--- src/rtl/dmem_arbiter_pkg.sv ---
// dmem_arb_pkg: shared definitions for the data-memory arbiter.
//   - state_t  : arbiter FSM encoding (IDLE / ACCESS / RESP)
//   - req_id_t : requester identity (CPU=0, DBG=1)
//   - ADDR_W_DEF / DATA_W_DEF : default address and data widths
package dmem_arb_pkg;

  localparam int ADDR_W_DEF = 9;
  localparam int DATA_W_DEF = 32;

  typedef enum logic [1:0] {
    IDLE   = 2'd0,
    ACCESS = 2'd1,
    RESP   = 2'd2
  } state_t;

  typedef enum logic {
    REQ_CPU = 1'b0,
    REQ_DBG = 1'b1
  } req_id_t;

endpackage

--- src/rtl/dmem_arbiter_if.sv ---
// dmem_arbiter_if: one requester's command/response bundle.
//   req/we/addr/wdata : command, driven by the requester (master)
//   gnt               : command accepted (one cycle)
//   done/rdata/err    : completion pulse, read data, rejection flag
//
// Handshake: a requester raises req with a stable command and holds both
// until it sees gnt=1 on a clock edge; after that it may drop req or
// present a new command. done arrives exactly one cycle after gnt, and
// rdata is only meaningful (and only changes) on a done cycle.
interface dmem_arbiter_if #(
  parameter int ADDR_W = dmem_arb_pkg::ADDR_W_DEF,
  parameter int DATA_W = dmem_arb_pkg::DATA_W_DEF
) ();

  logic              req;
  logic              we;
  logic [ADDR_W-1:0] addr;
  logic [DATA_W-1:0] wdata;
  logic              gnt;
  logic              done;
  logic [DATA_W-1:0] rdata;
  logic              err;

  modport master (
    output req, we, addr, wdata,
    input  gnt, done, rdata, err
  );

  modport slave (
    input  req, we, addr, wdata,
    output gnt, done, rdata, err
  );

endinterface

--- src/rtl/dmem_arbiter_rr_arb2.sv ---
// rr_arb2: two-way round-robin pick.
//   req0_i / req1_i : CPU / DBG request
//   last_i          : requester served most recently
//   winner_o        : chosen requester (don't-care when valid_o=0)
//   valid_o         : at least one request present
// A lone requester always wins; on a tie the one not served last wins.
module rr_arb2
  import dmem_arb_pkg::*;
(
  input  logic    req0_i,
  input  logic    req1_i,
  input  req_id_t last_i,
  output req_id_t winner_o,
  output logic    valid_o
);

  always_comb begin
    valid_o  = req0_i | req1_i;
    winner_o = REQ_CPU;
    if (req0_i && req1_i) begin
      winner_o = (last_i == REQ_CPU) ? REQ_DBG : REQ_CPU;
    end else if (req1_i) begin
      winner_o = REQ_DBG;
    end
  end

endmodule

--- src/rtl/dmem_arbiter.sv ---
// dmem_arbiter: shares one single-port data memory between a CPU and a
// debug requester. Each access takes ACCESS (grant + memory strobe) then
// RESP (done + read data); RESP may chain straight into the next ACCESS.
//
// Ports:
//   clk, rst_n          : clock, synchronous active-low reset
//   cpu, dbg            : requester bundles (dmem_arbiter_if.slave)
//   MemRead, MemWrite   : one-cycle memory strobes (never both high)
//   mem_addr, mem_wdata : latched command towards memory
//   mem_rdata           : combinational read data from memory
//   state_o             : current FSM state, for observation
//
// Build option: DMEM_ARB_ALIGN_CHECK_EN rejects commands whose address is
// not word aligned (no memory strobe, done+err in RESP, rdata kept).
// Without it err is always 0 and memory ignores addr[1:0].
module dmem_arbiter
  import dmem_arb_pkg::*;
#(
  parameter int ADDR_W = ADDR_W_DEF,
  parameter int DATA_W = DATA_W_DEF
) (
  input  logic              clk,
  input  logic              rst_n,
  dmem_arbiter_if.slave     cpu,
  dmem_arbiter_if.slave     dbg,
  output logic              MemRead,
  output logic              MemWrite,
  output logic [ADDR_W-1:0] mem_addr,
  output logic [DATA_W-1:0] mem_wdata,
  input  logic [DATA_W-1:0] mem_rdata,
  output state_t            state_o
);

  state_t            state_q;
  req_id_t           last_q;
  req_id_t           owner_q;
  logic              we_q;
  logic              misalign_q;
  logic [1:0]        gnt_q;
  logic [1:0]        done_q;
  logic [1:0]        err_q;
  logic [DATA_W-1:0] rdata_q [2];
  logic              mem_rd_q;
  logic              mem_wr_q;
  logic [ADDR_W-1:0] mem_addr_q;
  logic [DATA_W-1:0] mem_wdata_q;

  req_id_t           arb_winner;
  logic              arb_valid;
  logic              cmd_we_d;
  logic [ADDR_W-1:0] cmd_addr_d;
  logic [DATA_W-1:0] cmd_wdata_d;
  logic              misalign_d;

  rr_arb2 u_rr_arb2 (
    .req0_i   (cpu.req),
    .req1_i   (dbg.req),
    .last_i   (last_q),
    .winner_o (arb_winner),
    .valid_o  (arb_valid)
  );

  // Command of whichever requester the arbiter picked this cycle.
  always_comb begin
    cmd_we_d    = cpu.we;
    cmd_addr_d  = cpu.addr;
    cmd_wdata_d = cpu.wdata;
    if (arb_winner == REQ_DBG) begin
      cmd_we_d    = dbg.we;
      cmd_addr_d  = dbg.addr;
      cmd_wdata_d = dbg.wdata;
    end
  end

`ifdef DMEM_ARB_ALIGN_CHECK_EN
  assign misalign_d = (cmd_addr_d[1:0] != 2'b00);
`else
  assign misalign_d = 1'b0;
`endif

  always_ff @(posedge clk) begin
    if (!rst_n) begin
      state_q     <= IDLE;
      last_q      <= REQ_DBG;
      owner_q     <= REQ_CPU;
      we_q        <= 1'b0;
      misalign_q  <= 1'b0;
      gnt_q       <= '0;
      done_q      <= '0;
      err_q       <= '0;
      rdata_q[0]  <= '0;
      rdata_q[1]  <= '0;
      mem_rd_q    <= 1'b0;
      mem_wr_q    <= 1'b0;
      mem_addr_q  <= '0;
      mem_wdata_q <= '0;
    end else begin
      // Pulses default low; each is raised for exactly one state.
      gnt_q    <= '0;
      done_q   <= '0;
      err_q    <= '0;
      mem_rd_q <= 1'b0;
      mem_wr_q <= 1'b0;
      case (state_q)
        IDLE, RESP: begin
          if (arb_valid) begin
            state_q             <= ACCESS;
            owner_q             <= arb_winner;
            last_q              <= arb_winner;
            we_q                <= cmd_we_d;
            misalign_q          <= misalign_d;
            gnt_q[arb_winner]   <= 1'b1;
            mem_rd_q            <= !cmd_we_d && !misalign_d;
            mem_wr_q            <= cmd_we_d && !misalign_d;
            mem_addr_q          <= cmd_addr_d;
            mem_wdata_q         <= cmd_wdata_d;
          end else begin
            state_q <= IDLE;
          end
        end
        ACCESS: begin
          // Requests are not looked at here; a held req is picked up in RESP.
          state_q         <= RESP;
          done_q[owner_q] <= 1'b1;
          if (misalign_q) begin
            err_q[owner_q] <= 1'b1;
          end else begin
            rdata_q[owner_q] <= we_q ? '0 : mem_rdata;
          end
        end
        default: state_q <= IDLE;
      endcase
    end
  end

  assign cpu.gnt   = gnt_q[REQ_CPU];
  assign cpu.done  = done_q[REQ_CPU];
  assign cpu.err   = err_q[REQ_CPU];
  assign cpu.rdata = rdata_q[0];
  assign dbg.gnt   = gnt_q[REQ_DBG];
  assign dbg.done  = done_q[REQ_DBG];
  assign dbg.err   = err_q[REQ_DBG];
  assign dbg.rdata = rdata_q[1];

  assign MemRead   = mem_rd_q;
  assign MemWrite  = mem_wr_q;
  assign mem_addr  = mem_addr_q;
  assign mem_wdata = mem_wdata_q;
  assign state_o   = state_q;

endmodule

--- src/flat_wrapper.sv ---
// flat-port wrapper written by rule: the top's interface ports become plain ports
module dmem_arbiter_flat import dmem_arb_pkg::*;
#(
  parameter int ADDR_W = ADDR_W_DEF,
  parameter int DATA_W = DATA_W_DEF
)
  (clk, rst_n, MemRead, MemWrite, mem_addr, mem_wdata, mem_rdata, state_o, cpu_req, cpu_we, cpu_addr, cpu_wdata, cpu_gnt, cpu_done, cpu_rdata, cpu_err, dbg_req, dbg_we, dbg_addr, dbg_wdata, dbg_gnt, dbg_done, dbg_rdata, dbg_err);
  dmem_arbiter_if #(.ADDR_W(ADDR_W), .DATA_W(DATA_W)) cpu_i ();
  dmem_arbiter_if #(.ADDR_W(ADDR_W), .DATA_W(DATA_W)) dbg_i ();
  input  logic clk;
  input  logic rst_n;
  output logic MemRead;
  output logic MemWrite;
  output logic [ADDR_W-1:0] mem_addr;
  output logic [DATA_W-1:0] mem_wdata;
  input  logic [DATA_W-1:0] mem_rdata;
  output state_t state_o;
  input wire logic [$bits(cpu_i.req)-1:0] cpu_req;
  input wire logic [$bits(cpu_i.we)-1:0] cpu_we;
  input wire logic [$bits(cpu_i.addr)-1:0] cpu_addr;
  input wire logic [$bits(cpu_i.wdata)-1:0] cpu_wdata;
  output wire logic [$bits(cpu_i.gnt)-1:0] cpu_gnt;
  output wire logic [$bits(cpu_i.done)-1:0] cpu_done;
  output wire logic [$bits(cpu_i.rdata)-1:0] cpu_rdata;
  output wire logic [$bits(cpu_i.err)-1:0] cpu_err;
  input wire logic [$bits(dbg_i.req)-1:0] dbg_req;
  input wire logic [$bits(dbg_i.we)-1:0] dbg_we;
  input wire logic [$bits(dbg_i.addr)-1:0] dbg_addr;
  input wire logic [$bits(dbg_i.wdata)-1:0] dbg_wdata;
  output wire logic [$bits(dbg_i.gnt)-1:0] dbg_gnt;
  output wire logic [$bits(dbg_i.done)-1:0] dbg_done;
  output wire logic [$bits(dbg_i.rdata)-1:0] dbg_rdata;
  output wire logic [$bits(dbg_i.err)-1:0] dbg_err;
  assign cpu_i.req = cpu_req;
  assign cpu_i.we = cpu_we;
  assign cpu_i.addr = cpu_addr;
  assign cpu_i.wdata = cpu_wdata;
  assign cpu_gnt = cpu_i.gnt;
  assign cpu_done = cpu_i.done;
  assign cpu_rdata = cpu_i.rdata;
  assign cpu_err = cpu_i.err;
  assign dbg_i.req = dbg_req;
  assign dbg_i.we = dbg_we;
  assign dbg_i.addr = dbg_addr;
  assign dbg_i.wdata = dbg_wdata;
  assign dbg_gnt = dbg_i.gnt;
  assign dbg_done = dbg_i.done;
  assign dbg_rdata = dbg_i.rdata;
  assign dbg_err = dbg_i.err;
  dmem_arbiter #(.ADDR_W(ADDR_W), .DATA_W(DATA_W)) u_core (.clk(clk), .rst_n(rst_n), .cpu(cpu_i), .dbg(dbg_i), .MemRead(MemRead), .MemWrite(MemWrite), .mem_addr(mem_addr), .mem_wdata(mem_wdata), .mem_rdata(mem_rdata), .state_o(state_o));
endmodule
--- config.mk ---
export PLATFORM = sky130hd
export DESIGN_NAME = dmem_arbiter_flat
export DESIGN_NICKNAME = d
export VERILOG_FILES = /design/src/rtl/dmem_arbiter_pkg.sv /design/src/rtl/dmem_arbiter_if.sv /design/src/rtl/dmem_arbiter_rr_arb2.sv /design/src/rtl/dmem_arbiter.sv /design/src/flat_wrapper.sv
export SDC_FILE = /design/constraint.sdc
export NUM_CORES = 1
export LEC_CHECK = 0
export ABC_CLOCK_PERIOD_IN_PS = 5100
export CAP_MARGIN = 0
export CORE_ASPECT_RATIO = 0.7
export CORE_MARGIN = 3
export CORE_UTILIZATION = 25
export CTS_BUF_LIST = sky130_fd_sc_hd__clkbuf_4
export CTS_CLUSTER_DIAMETER = 100
export DETAILED_ROUTE_END_ITERATION = 7
export MAX_ROUTING_LAYER = met4
export PLACE_DENSITY = 0.55
export REMOVE_ABC_BUFFERS = 1
export SETUP_SLACK_MARGIN = 0.15
export SYNTH_ARGS = -nofsm -noshare
export SYNTH_HDL_FRONTEND = slang
export SYNTH_SLANG_ARGS = --single-unit
--- constraint.sdc ---
create_clock -name clk -period 5.1 [get_ports clk]
set_clock_uncertainty 0.1 [all_clocks]
set_input_delay 1.275 -clock clk [delete_from_list [all_inputs] [get_ports clk]]
set_output_delay 1.275 -clock clk [all_outputs]
set_load 0.005 [all_outputs]
==> metrics, run 1 <==
outcome completed; global-route wire length before repair between 20000 and 25000 µm; Mapped Area 4500 µm²; vias in the first global route 4028; Seq. cell area 2960 µm²; HPWL Detailed 10400 µm; warnings from Yosys 0; WL/cell roughly 16 µm; max cap viols 0; Syn Area/Cell 10.3 µm²; CP max stage delay a little over 700 ps; critical path, cell by cell clkdlybuf4s50_1 -> o21ba_2 -> buf_4 -> o21ai_0 -> a31oi_1; Place WS 1570 ps; number of hold buffers added after CTS 0; Layout Utilization 0.421; post-synthesis cell count roughly 440; Die ar. 19700 µm²; total CTS buffers 17; pwr dens 307 nW/µm²; initial antenna violation count 1; area of the multi-input gates roughly 1400 µm²; I/O pin count 235; Final Hold Fails 0; number of setup buffers added after CTS 0; Starting Density 0.258; layout cells sized above 1 0.0624; Max IR drop VDD approximately 150 µV; CTS Buffer Depth 2; CP max-delay cell o21ba_2; crit path time final just over 3000 ps; fillers 1692; crit path kind in -> reg; Arr. time, crit path 3360 ps; P_leak 2.74 nW; # H-tree levels 4; Netlist cell types 24; Finished Layout Cells 905; Port Buf Inserts 232; largest net degree at the start of global routing 49; RSZ-0062 raised after global routing false; worst-path maximum fanout 48; CTS sink cnt 116; Slew @ Worst Pin 1150 ps; drt total wl 14700 µm; grt total ovfl 0; die height 118 µm; Startpoint Class input port; die width between 150 and 200 µm; DRT iter0 DRCs 226; via count 3990; Vias/cell 4.41; Met1 Routed Length ~6600 µm; Crit path required time 5420 ps; clock root buffer clkbuf_4; top sig layer met4; setup_tns 0 ps; placed instance count 872; total global-route track usage 0.150; highest clock rate approximately 0.33 GHz; DRT Pass-1 Iters 4; Routed Antenna Nets 0; Core Area 17400 µm²; # rows 40; Rel. slew slack 0.234; setup ws final 2060 ps; #FFs+latches synth 116; period utilisation layout 0.596; final setup fails 0; RePlAce Congestion 0.808; metal3 WL 683 µm; CTS tree built; Layout area overhead 62.8%; met2 wire len 7250 µm; fin. max-slew vios 0; Hold Crit Class reg -> reg; number of remaining DRC errors 0; Layout Nets 780; CP Capture Type register; Clock Latency Late Sink 500 ps; Seq/Total Area, Yosys 0.658; clock slew at reported path FFs 120 ps; Post-CTS Resized 0
==> cell usage in the layout, fill, tap and decap left out, drive strengths merged <==
cell,count
diode,1
dfxtp,52
o21ba,1
nor2b,1
a31oi,41
clkbuf,17
nand2,87
inv,10
o311ai,1
and3b,1
a21bo,1
clkdlybuf4s50,232
a21oi,1
and2,1
bufinv,4
nand2b,32
mux2i,1
edfxtp,64
clkinvlp,1
clkinv,6
o21ai,43
a21boi,1
conb,2
buf,5
o22ai,1
nor2,67
==> layer usage <==
metal	track usage	vias to the layer above
li1	-	1943
met1	0.192	1903
met2	0.239	131
met3	0.0378	13
met4	0.0386	0
met5	-	-
==> state kept, by name (all words and copies together) (netlist names), 2 cells and up <==
name / flops
u_core.done_q: 2
u_core.gnt_q: 2
u_core.mem_addr: 9
u_core.mem_wdata: 32
u_core.rdata_q: 64
u_core.state_o: 2
==> report_power, final <==
group	total, mW	internal [mW]	switching [mW]
Sequential	1.09	1.05	0.0352
Combinational	0.384	0.229	0.155
Clock	0.773	0.394	0.379
Total	2.25	1.68	0.569
==> critical path: cells and delay by family <==
| kind | cells | cell delay [ps] |
|---|---|---|
| buffers and inverters | 2 | 1030 |
| AO/OA/AOI/OAI | 3 | 1030 |
==> area by class of cell <==
class	instances	share of cell area
Clock inverter	15	0.0278
Antenna cell	1	0.000342
Multi-Input combinational cell	282	0.185
Timing Repair Buffer	237	0.322
Tap cell	231	0.0395
Inverter	6	0.00307
Clock buffer	17	0.0174
Sequential cell	116	0.404
==> final timing paths <==
| path | slack, ps | end | start | depth (start not counted) |
|---|---|---|---|---|
| hold reg to reg | 460 | u_core.mem_addr[6]$_SDFFE_PN0P_ | u_core.mem_addr[6]$_SDFFE_PN0P_ | 2 |
| setup reg to reg | 2950 | u_core.mem_wdata[8]$_SDFFE_PN0P_ | u_core.state_o[0]$_SDFF_PN0_ | 4 |
| setup / recovery | 2060 | u_core.mem_wdata[8]$_SDFFE_PN0P_ | cpu_req | 5 |
| hold / removal | 460 | u_core.mem_addr[6]$_SDFFE_PN0P_ | u_core.mem_addr[6]$_SDFFE_PN0P_ | 2 |
==> cell usage after synthesis <==
library cell,n,area share
nand2_1,85,0.071
nor2_1,67,0.056
edfxtp_1,64,0.43
dfxtp_1,52,0.23
o21ai_0,43,0.048
a31oi_1,41,0.057
nand2b_1,32,0.044
buf_2,22,0.024
clkbuf_1,10,0.0083
inv_1,6,0.0050
buf_4,2,0.0033
nand2_2,2,0.0028
a21bo_1,1,0.0022
a21boi_2,1,0.0025
a21oi_1,1,0.0011
and2_1,1,0.0014
and3b_1,1,0.0019
buf_6,1,0.0025
conb_1,1,0.00083
mux2i_1,1,0.0022
nor2b_1,1,0.0014
o21ba_2,1,0.0022
o22ai_1,1,0.0014
o311ai_0,1,0.0019
==> logic make-up (layout without fill, tap and decap cells) <==
kind of cell	Yosys count	in the layout	share of synthesized area
buffers and inverters	41	275	0.0436
other	1	3	0.000833
muxes	1	1	0.00222
DFF	116	116	0.658
AOI/OAI and AO/OA	90	90	0.116
and+or+nand+nor	189	189	0.179
==> metrics by stage <==
stage | hold slack, ps | power, mW | cell area, µm²
final | 459 | 2.25 | 7330
after global routing | 475 | 2.36 | 7330
after CTS | 455 | 2.28 | 7320
after detailed placement | 434 | 1.50 | 6990
after global placement | 430 | 1.49 | 6990
after floorplan | 423 | 1.22 | 4330
No activity file was read; power rests on OpenSTA's default activity.
==> inputs of run 2 (changes only) <==
--- a/config.mk
+++ b/config.mk
@@ -5,7 +5,7 @@
 export SDC_FILE = /design/constraint.sdc
 export NUM_CORES = 1
 export LEC_CHECK = 0
-export ABC_CLOCK_PERIOD_IN_PS = 5100
+export ABC_CLOCK_PERIOD_IN_PS = 3200
 export CAP_MARGIN = 0
 export CORE_ASPECT_RATIO = 0.7
 export CORE_MARGIN = 3
==> constraint.sdc (replaced) <==
create_clock -name clk -period 3.2 [get_ports clk]
set_clock_uncertainty 0.1 [all_clocks]
set_input_delay 0.8 -clock clk [delete_from_list [all_inputs] [get_ports clk]]
set_output_delay 0.8 -clock clk [all_outputs]
set_load 0.005 [all_outputs]
==> metrics, run 2 (synthesis results as in run 1) <==
outcome completed; Rel. slew slack 0.345 (+0.110); Hold Crit Class reg -> reg; Starting Density 0.258 (unchanged); DRT Pass-1 Iters 4 (unchanged); crit path time final 2380 ps; fin. max-slew vios 0 (unchanged); CP Capture Type output port; P_leak 2.77 nW (+1.1%); via count 3933 (-1.4%); setup_tns 0 ps (unchanged); critical path, cell by cell clkdlybuf4s50_1; commonest non-fill, non-tap cell in the layout clkdlybuf4s50_1; CTS Buffer Depth 2 (unchanged); # H-tree levels 4 (unchanged); DRT iter0 DRCs 254 (+12%); Post-CTS Resized 0 (unchanged); Final Hold Fails 0 (unchanged); most frequent cells in the layout 232 x clkdlybuf4s50_1, 83 x nand2_1, 67 x nor2_1, 64 x edfxtp_1, 52 x dfxtp_1; global-route wire length before repair 22500 µm (-0.15%); worst-path maximum fanout 6 (-88%); I/O pin count 235 (unchanged); delay-heaviest family, CP buffers and inverters; Crit path required time 2300 ps (-3120 ps); vias in the first global route 3995 (-0.82%); Arr. time, crit path 1480 ps (-1880 ps); Core Area 17400 µm² (unchanged); drt total wl 14500 µm (-0.98%); Layout Nets 783 (+0.38%); max cap viols 0 (unchanged); sequential share of power 0.483 (-0.002); HPWL Detailed 10500 µm (+1.3%); Layout area overhead 64.0%; Routed Antenna Nets 0 (unchanged); total global-route track usage 0.148 (-0.00140); # rows 40 (unchanged); RSZ-0062 raised after global routing false; die height 118 µm (unchanged); crit path kind reg -> out; highest clock rate 0.421 GHz; fillers 1674 (-1.1%); number of remaining DRC errors 0 (unchanged); largest net degree at the start of global routing 87 (+78%); period utilisation layout 0.743; Port Buf Inserts 232 (unchanged); Internal Power 2.68 mW (+60%); Max IR drop VDD 246 µV (+66%); Die ar. 19700 µm² (unchanged); Vias/cell 4.33 (-1.8%); total CTS buffers 17 (unchanged); Final Cell Area 7380 µm² (+0.77%); CP max-delay cell clkdlybuf4s50_1; number of setup buffers added after CTS 0 (unchanged); worst path bufs/invs 1 (-1); CTS tree built; power share of the combinational group 0.173 (+0.002); Slew @ Worst Pin 982 ps (-164 ps); RePlAce Congestion 0.768 (-5.0%); pwr dens 486 nW/µm² (+59%); final setup fails 0 (unchanged); area of the multi-input gates 1360 µm² (unchanged); clock root buffer clkbuf_4; initial antenna violation count 1 (unchanged); number of hold buffers added after CTS 0 (unchanged); CP max stage delay 550 ps (-160 ps); Seq. cell area 2960 µm² (unchanged); CTS sink cnt 116 (unchanged); Clk network pwr share 0.344 (about the same); layout cells sized above 1 0.0666 (+0.00416); die width 166 µm (unchanged); Startpoint Class register; Clock Latency Late Sink 480 ps (-20 ps); max FFs per register 64 (unchanged); clock slew at reported path FFs 120 ps (about the same); Most flops, register u_core.rdata_q; grt total ovfl 0 (unchanged); Psw 0.905 mW (+59%); WL/cell 16.0 µm (-1.3%); dpl cell area 7050 µm² (+0.86%); switch share 0.252 (-0.00130)
run 2: path summary, 6_finish.rpt:
check | endpoint | slack, ps | from | cells past startpoint
worst max register to register | u_core.rdata_q[0][23]$_SDFFCE_PN0P_ | 1360 | u_core.state_o[0]$_SDFF_PN0_ | 4
worst min register to register | u_core.mem_wdata[31]$_SDFFE_PN0P_ | 460 | u_core.mem_wdata[31]$_SDFFE_PN0P_ | 2
worst min-delay path | u_core.mem_wdata[31]$_SDFFE_PN0P_ | 460 | u_core.mem_wdata[31]$_SDFFE_PN0P_ | 2
worst max-delay path | state_o[0] | 820 | u_core.state_o[0]$_SDFF_PN0_ | 1
run 2: area by class of cell:
class / count / area share
multi-input cells: 282 / 0.184
flip-flops and latches: 116 / 0.401
repair buffers: 240 / 0.328
clock inverters: 15 / 0.0271
diodes: 1 / 0.000339
inverters: 6 / 0.00305
clock buffers: 17 / 0.0173
well taps: 231 / 0.0392
run 2: power by group through the flow:
| stage | Clock [mW] | Sequential, mW | Combinational (mW) |
|---|---|---|---|
| floorplan | 0 | 1.77 | 0.174 |
| global placement | 0 | 1.77 | 0.623 |
| detailed placement | 0 | 1.77 | 0.628 |
| CTS | 1.28 | 1.74 | 0.631 |
| global route | 1.34 | 1.75 | 0.673 |
| finish | 1.23 | 1.73 | 0.622 |
run 2: stage by stage:
stage                     hold WS (ps)  total power [mW]  std cells   util  worst slack (ps)
final                              458              3.59        908  0.424               823
after global routing               478              3.76        908  0.424               664
after CTS                          454              3.65        907  0.424               737
after detailed placement           432              2.40        875  0.405               540
after global placement             429              2.39        875  0.405               544
after floorplan                    423              1.94        404      -               621
run 2: routing by layer:
layer	vias to the layer above	wire, µm	track usage
met2	116	7250	0.243
met1	1863	6530	0.187
met5	-	0	-
met3	4	650	0.0391
met4	0	96	0.0294
li1	1950	-	-
